--- config.mk ---
export PLATFORM = sky130hd
export DESIGN_NAME = video_timing_gen
export DESIGN_NICKNAME = d
export VERILOG_FILES = /design/src/rtl/video_timing_gen.sv
export SDC_FILE = /design/constraint.sdc
export NUM_CORES = 1
export LEC_CHECK = 0
export CORE_MARGIN = 5
export CORE_UTILIZATION = 50
export CTS_CLUSTER_SIZE = 40
export DETAILED_ROUTE_END_ITERATION = 10
export HOLD_SLACK_MARGIN = 0.03
export PLACE_DENSITY = 0.88
export SYNTH_ARGS = -nofsm -noshare
export SYNTH_HDL_FRONTEND = slang
export SYNTH_SLANG_ARGS = --single-unit
--- constraint.sdc ---
create_clock -name clk -period 2.6 [get_ports clk]
set_input_delay 0.39 -clock clk [delete_from_list [all_inputs] [get_ports clk]]
set_output_delay 0.39 -clock clk [all_outputs]
set_load 0.03 [all_outputs]
--- src/rtl/video_timing_gen.sv ---
// ----------------------------------------------------------------------------
// video_timing_gen
//
// Raster timing generator for 1080p60 (default parameters) running on the
// 148.5 MHz pixel clock. It waits for the PLL lock to be stable for
// LOCK_WAIT consecutive cycles, then scans the raster and produces sync,
// data-enable, pixel coordinates and frame/line strobes. Any loss of lock
// drops straight back to the lock-qualification state, with every output
// at its idle value.
//
// All outputs are registered one cycle after the h/v counters they are
// decoded from.
//
// Optional feature (compile-time macro VTG_COLORBAR_EN):
//   defined   - rgb carries 8 vertical colour bars of width H_ACTIVE/8
//   undefined - rgb is tied to 24'h0 and no bar logic exists
//
// Ports:
//   clk       in   1   pixel clock
//   rst       in   1   synchronous active-high reset
//   pll_lock  in   1   PLL lock, synchronous to clk
//   running   out  1   high while raster timing is produced
//   hs        out  1   horizontal sync, asserted level HS_POL
//   vs        out  1   vertical sync, asserted level VS_POL
//   de        out  1   data enable, high in the active area
//   x         out  12  active pixel column, 0 outside the active area
//   y         out  12  active line, 0 outside the active area
//   sof       out  1   one-cycle strobe at pixel (0,0)
//   sol       out  1   one-cycle strobe at the start of every line
//   rgb       out  24  test-pattern pixel {R,G,B}, aligned with de
// ----------------------------------------------------------------------------
module video_timing_gen #(
    parameter int unsigned H_ACTIVE  = 1920,
    parameter int unsigned H_FP      = 88,
    parameter int unsigned H_SYNC    = 44,
    parameter int unsigned H_BP      = 148,
    parameter int unsigned V_ACTIVE  = 1080,
    parameter int unsigned V_FP      = 4,
    parameter int unsigned V_SYNC    = 5,
    parameter int unsigned V_BP      = 36,
    parameter bit          HS_POL    = 1'b1,
    parameter bit          VS_POL    = 1'b1,
    parameter int unsigned LOCK_WAIT = 1024
) (
    input  logic        clk,
    input  logic        rst,
    input  logic        pll_lock,
    output logic        running,
    output logic        hs,
    output logic        vs,
    output logic        de,
    output logic [11:0] x,
    output logic [11:0] y,
    output logic        sof,
    output logic        sol,
    output logic [23:0] rgb
);

    localparam int unsigned H_TOTAL = H_ACTIVE + H_FP + H_SYNC + H_BP;
    localparam int unsigned V_TOTAL = V_ACTIVE + V_FP + V_SYNC + V_BP;

    localparam logic [11:0] HActive    = 12'(H_ACTIVE);
    localparam logic [11:0] HSyncFirst = 12'(H_ACTIVE + H_FP);
    localparam logic [11:0] HSyncLast  = 12'(H_ACTIVE + H_FP + H_SYNC - 1);
    localparam logic [11:0] HLast      = 12'(H_TOTAL - 1);
    localparam logic [11:0] VActive    = 12'(V_ACTIVE);
    localparam logic [11:0] VSyncFirst = 12'(V_ACTIVE + V_FP);
    localparam logic [11:0] VSyncLast  = 12'(V_ACTIVE + V_FP + V_SYNC - 1);
    localparam logic [11:0] VLast      = 12'(V_TOTAL - 1);

    localparam int unsigned          LockW    = (LOCK_WAIT > 1) ? $clog2(LOCK_WAIT) : 1;
    localparam logic [LockW-1:0]     LockLast = LockW'(LOCK_WAIT - 1);

    typedef enum logic [0:0] {
        StWaitLock = 1'b0,
        StRun      = 1'b1
    } state_e;

    state_e state_q, state_d;

    logic [LockW-1:0] lock_cnt_q, lock_cnt_d;
    logic [11:0]      h_cnt_q, h_cnt_d;
    logic [11:0]      v_cnt_q, v_cnt_d;

    logic        running_q, running_d;
    logic        hs_q, hs_d;
    logic        vs_q, vs_d;
    logic        de_q, de_d;
    logic [11:0] x_q, x_d;
    logic [11:0] y_q, y_d;
    logic        sof_q, sof_d;
    logic        sol_q, sol_d;

    // The raster advances only in RUN with lock still present this cycle;
    // a lock drop sampled in RUN forces idle outputs on the very next edge.
    logic run_active;
    logic h_wrap;

    assign run_active = (state_q == StRun) && pll_lock;
    assign h_wrap     = (h_cnt_q == HLast);

    // ------------------------------------------------------------------
    // FSM: state register
    // ------------------------------------------------------------------
    always_ff @(posedge clk) begin
        if (rst) begin
            state_q <= StWaitLock;
        end else begin
            state_q <= state_d;
        end
    end

    // ------------------------------------------------------------------
    // FSM: next state
    // ------------------------------------------------------------------
    always_comb begin
        state_d = state_q;
        unique case (state_q)
            StWaitLock: begin
                if (pll_lock && (lock_cnt_q == LockLast)) begin
                    state_d = StRun;
                end
            end
            StRun: begin
                if (!pll_lock) begin
                    state_d = StWaitLock;
                end
            end
            default: state_d = StWaitLock;
        endcase
    end

    // ------------------------------------------------------------------
    // FSM: outputs (lock qualifier, raster counters and decode)
    // ------------------------------------------------------------------
    always_comb begin
        lock_cnt_d = '0;
        h_cnt_d    = '0;
        v_cnt_d    = '0;

        // Lock counter restarts on any low cycle; it is left at zero when
        // RUN is entered so a later loss of lock starts from scratch.
        if ((state_q == StWaitLock) && pll_lock && (lock_cnt_q != LockLast)) begin
            lock_cnt_d = lock_cnt_q + LockW'(1);
        end

        if (run_active) begin
            h_cnt_d = h_wrap ? 12'd0 : h_cnt_q + 12'd1;
            v_cnt_d = v_cnt_q;
            if (h_wrap) begin
                v_cnt_d = (v_cnt_q == VLast) ? 12'd0 : v_cnt_q + 12'd1;
            end
        end
    end

    always_comb begin
        running_d = 1'b0;
        hs_d      = ~HS_POL;
        vs_d      = ~VS_POL;
        de_d      = 1'b0;
        x_d       = '0;
        y_d       = '0;
        sof_d     = 1'b0;
        sol_d     = 1'b0;

        if (run_active) begin
            running_d = 1'b1;
            de_d      = (h_cnt_q < HActive) && (v_cnt_q < VActive);
            hs_d      = ((h_cnt_q >= HSyncFirst) && (h_cnt_q <= HSyncLast)) ? HS_POL : ~HS_POL;
            // v_cnt only moves when h_cnt wraps to 0, so vs edges fall on h_cnt=0.
            vs_d      = ((v_cnt_q >= VSyncFirst) && (v_cnt_q <= VSyncLast)) ? VS_POL : ~VS_POL;
            sof_d     = (h_cnt_q == 12'd0) && (v_cnt_q == 12'd0);
            sol_d     = (h_cnt_q == 12'd0);
            if (de_d) begin
                x_d = h_cnt_q;
                y_d = v_cnt_q;
            end
        end
    end

    always_ff @(posedge clk) begin
        if (rst) begin
            lock_cnt_q <= '0;
            h_cnt_q    <= '0;
            v_cnt_q    <= '0;
            running_q  <= 1'b0;
            hs_q       <= ~HS_POL;
            vs_q       <= ~VS_POL;
            de_q       <= 1'b0;
            x_q        <= '0;
            y_q        <= '0;
            sof_q      <= 1'b0;
            sol_q      <= 1'b0;
        end else begin
            lock_cnt_q <= lock_cnt_d;
            h_cnt_q    <= h_cnt_d;
            v_cnt_q    <= v_cnt_d;
            running_q  <= running_d;
            hs_q       <= hs_d;
            vs_q       <= vs_d;
            de_q       <= de_d;
            x_q        <= x_d;
            y_q        <= y_d;
            sof_q      <= sof_d;
            sol_q      <= sol_d;
        end
    end

    assign running = running_q;
    assign hs      = hs_q;
    assign vs      = vs_q;
    assign de      = de_q;
    assign x       = x_q;
    assign y       = y_q;
    assign sof     = sof_q;
    assign sol     = sol_q;

`ifdef VTG_COLORBAR_EN
    // ------------------------------------------------------------------
    // Colour bars: a pixel-within-bar counter and a bar index, both kept
    // in step with h_cnt_q (zero whenever h_cnt_q is zero) so no divider
    // is needed. Columns past the eighth bar (H_ACTIVE not a multiple of
    // 8) stay on the last, black, bar.
    // ------------------------------------------------------------------
    localparam int unsigned BAR_W   = H_ACTIVE / 8;
    localparam logic [11:0] BarLast = 12'(BAR_W - 1);

    logic [11:0] bar_pix_q, bar_pix_d;
    logic [2:0]  bar_idx_q, bar_idx_d;
    logic [23:0] bar_rgb;
    logic [23:0] rgb_q, rgb_d;

    always_comb begin
        bar_pix_d = '0;
        bar_idx_d = '0;
        if (run_active && !h_wrap) begin
            if (bar_pix_q == BarLast) begin
                bar_idx_d = (bar_idx_q == 3'd7) ? 3'd7 : bar_idx_q + 3'd1;
            end else begin
                bar_pix_d = bar_pix_q + 12'd1;
                bar_idx_d = bar_idx_q;
            end
        end
    end

    always_comb begin
        bar_rgb = 24'h000000;
        unique case (bar_idx_q)
            3'd0:    bar_rgb = 24'hFFFFFF;
            3'd1:    bar_rgb = 24'hFFFF00;
            3'd2:    bar_rgb = 24'h00FFFF;
            3'd3:    bar_rgb = 24'h00FF00;
            3'd4:    bar_rgb = 24'hFF00FF;
            3'd5:    bar_rgb = 24'hFF0000;
            3'd6:    bar_rgb = 24'h0000FF;
            default: bar_rgb = 24'h000000;
        endcase
    end

    always_comb begin
        rgb_d = de_d ? bar_rgb : 24'h000000;
    end

    always_ff @(posedge clk) begin
        if (rst) begin
            bar_pix_q <= '0;
            bar_idx_q <= '0;
            rgb_q     <= '0;
        end else begin
            bar_pix_q <= bar_pix_d;
            bar_idx_q <= bar_idx_d;
            rgb_q     <= rgb_d;
        end
    end

    assign rgb = rgb_q;
`else
    assign rgb = 24'h000000;
`endif

endmodule

==> flow_summary.json <==
{
  "run_status": "completed",
  "routed_via_density": 5.25,
  "dpl_cell_area_sq_um": 2970,
  "timing.max_slew.rel_slack_pct": 66.0,
  "final_weighted_congestion_in_routability_driven_placement": 0.912,
  "synth_top_family_by_area": "simple AND/OR/NAND/NOR gates",
  "fmax_mhz": 442,
  "worstSkewPairLatency_ns": 0.34,
  "post_synth_mux_area_share_pct": 0,
  "power_switching_share_pct": 20.5,
  "synthToLayoutAreaGrowth_pct": 21.4,
  "finalNonFillerCells": 404,
  "post_cts.repair.setup_buffers": 0,
  "number_of_antenna_violations_at_the_first_check_in_global_routing": 0,
  "clk_path_buf_depth": 2,
  "simple_gate_fraction_of_synth_area_pct": 27.0,
  "drt-total-wl_mm": 5.42,
  "placement.io_buffers": 32,
  "power_frac_seq_pct": 45.7,
  "leakage_nw": 1.19,
  "setup-tns-final_ns": 0,
  "clk_pin_slew_ns": 0.07,
  "fin_crit_sh_pct": 87.0,
  "detail_route.first_pass.iterations": 4,
  "yosys.area_share.adder_pct": 2.35,
  "worst-endpoint-required_ns": 2.88,
  "startpoint": "h_cnt_q[6]",
  "initialDrtViolationCount": 255,
  "count_of_yosys_warnings_during_synthesis": 0,
  "htreeDepth": 3,
  "final_cell_area_sq_um": 3240,
  "drive_above_1_share_pct": 6.89,
  "post_synthesis_sequential_element_count": 65,
  "totalPowerFinal_mw": 2.19,
  "comb_power_share_pct": 2.9,
  "path_max_fanout": 9,
  "cts.repair.resized": 0,
  "endpoint": "v_cnt_q[11]",
  "synth-edff-count": 0,
  "first_global_vias": 2053,
  "layout.cells.most_common": "sky130_fd_sc_hd__dfxtp_1",
  "synth_cell_type_count": 35,
  "cts_tree": "built",
  "postSynth.topFlopCell": "sky130_fd_sc_hd__dfxtp_1",
  "post-route-worst-setup-slack_ns": 0.339,
  "synth_xor_area_share_pct": 5.91,
  "wl_per_cell_um": 13.4,
  "num_rows": 26,
  "synth_seq_area_share_pct": 48.8,
  "grt_max_degree": 23,
  "gate_count_after_technology_mapping": 292,
  "peakVddDrop_mv": 0.396,
  "final_period_minus_worst_setup_slack_ns": 2.26,
  "globalRouteOverflowTotal": 0,
  "worst_slew_pin_slew_ns": 0.505,
  "timing.rr.end": "v_cnt_q[11]",
  "syn_avg_cell_area_sq_um": 9.14,
  "hold_path.class": "register to register",
  "regToRegStartpoint": "h_cnt_q[6]",
  "die_w_um": 83.0,
  "unrepaired_setup_endpoints_after_global_routing": "false",
  "place_worst_setup_slack_ns": 0.356,
  "place.detailed.instances": 388,
  "critical_path_class": "register to register",
  "finalSetupViolations": 0,
  "cell_at_the_root_of_the_clock_tree": "sky130_fd_sc_hd__clkbuf_8",
  "cp_data_arrival_time_ns": 2.54,
  "power_report.internal_total_mw": 1.74,
  "synth_compound_area_share_pct": 6.24,
  "design.core.area_sq_um": 5140,
  "final_hold_viol_count": 0,
  "finalHoldWorstSlack_ns": 0.464,
  "route.antenna.remaining_nets": 0,
  "floorplan.die_area_sq_um": 6900,
  "pwr_per_cell_area_nw_per_um2": 676,
  "power.share.clock_pct": 51.5,
  "finalClockSkew_ns": 0.00634,
  "r2r.worst_path.cells": 4,
  "clock-sinks": 65,
  "async_reset_ff_share_pct": 0,
  "total_drc_errors_in_the_routed_layout": 0,
  "detailedPlacementHpwl_mm": 3.67,
  "max_cap_violations": 0,
  "die_h_um": 83.0,
  "startpoint_type": "register",
  "setup.worst_path.end_class": "register",
  "grtUsageTotal_pct": 16.5,
  "slew_viol_final": 0,
  "num-nets-final": 337,
  "num_vias": 2119,
  "mostFrequentLayoutCells": "sky130_fd_sc_hd__dfxtp_1 (65), sky130_fd_sc_hd__clkdlybuf4s50_1 (32), sky130_fd_sc_hd__nor2_1 (28)",
  "ios": 57,
  "timing.reg2reg.setup_slack_ns": 0.34,
  "numCtsBuffers": 9,
  "syn_area_sq_um": 2670,
  "effective_utilization_at_floorplan_pct": 51.9,
  "holdBufCountCts": 0,
  "final_util_pct": 63.0,
  "wire_length_of_the_first_global_routing_pass_mm": 9.29,
  "insertedDiodeCount": 0,
  "power.net_switching_mw": 0.448
}
worst min path at each step:
| stage | startpoint | end | slack, ns | depth (start not counted) |
|---|---|---|---|---|
| detailed placement | lock_cnt_q[0] | lock_cnt_q[0] | 0.45 | 1 |
| finish | lock_cnt_q[0] | lock_cnt_q[0] | 0.46 | 1 |
| CTS | lock_cnt_q[0] | lock_cnt_q[0] | 0.47 | 1 |
| global placement | lock_cnt_q[0] | lock_cnt_q[0] | 0.44 | 1 |
| global route | lock_cnt_q[0] | lock_cnt_q[0] | 0.51 | 1 |
| floorplan | lock_cnt_q[0] | lock_cnt_q[0] | 0.43 | 1 |
per-layer routing:
layer  vias up  track usage, %  part of all wire [%]
met5         -               0                     0
met4         0            10.4                   2.3
met3        15            4.55                   9.8
met2       110            26.6                    47
met1       971            19.4                    41
li1       1023               -                     -
area by class of cell:
| class | count | area, sq um |
|---|---|---|
| inverter | 10 | 37.5 |
| multi-input combinational | 208 | 1200 |
| fill | 434 | 1900 |
| sequential | 65 | 1300 |
| clock inverter | 7 | 143 |
| timing repair buffer | 35 | 343 |
| tap | 70 | 87.6 |
| clock buffer | 9 | 124 |
state kept, by name (all words and copies together), names as in the netlist, 10 cells and up:
name        cells
y              12
h_cnt_q        12
v_cnt_q        12
x              12
lock_cnt_q     10
cell usage after synthesis (all sizes together) (2+ instances only):
cell type | count | area share [%]
xnor2 | 11 | 3.6
a21oi | 14 | 2.6
and2 | 24 | 5.7
xor2 | 7 | 2.3
ha | 5 | 2.3
nor2 | 28 | 3.9
nand3 | 12 | 2.3
o21ai | 11 | 2.1
nand2 | 12 | 1.7
inv | 10 | 1.4
buf | 25 | 6.9
nor3 | 6 | 1.1
clkbuf | 9 | 1.3
or3b | 2 | 0.66
and3 | 5 | 1.2
dfxtp | 65 | 49
nor3b | 2 | 0.56
and4 | 5 | 1.6
or3 | 8 | 1.9
nand4 | 10 | 2.3
a41oi | 2 | 0.66
nor4 | 4 | 0.94
or4 | 6 | 1.7
critical path: stages (launching register included):
cell	delay [ns]
sky130_fd_sc_hd__dfxtp_1	0.36
sky130_fd_sc_hd__or4_1	0.55
sky130_fd_sc_hd__or4_1	0.68
sky130_fd_sc_hd__or4_1	0.46
sky130_fd_sc_hd__a21oi_1	0.15
power by group through the flow:
stage	Combinational, mW	Clock, mW	Sequential [mW]
floorplan	0.0784	0	1.03
global placement	0.0612	0	1.02
detailed placement	0.0620	0	1.02
CTS	0.0621	1.15	1.00
global route	0.0667	1.19	1.00
finish	0.0630	1.13	1.00
kinds of logic after synthesis:
logic type | count (synthesis)
buf+inv | 44
flops | 65
xor+xnor | 18
fa+ha+maj | 5
compound gates | 30
simple gates | 129
other cells | 1
(Power assumes the default switching activity.)
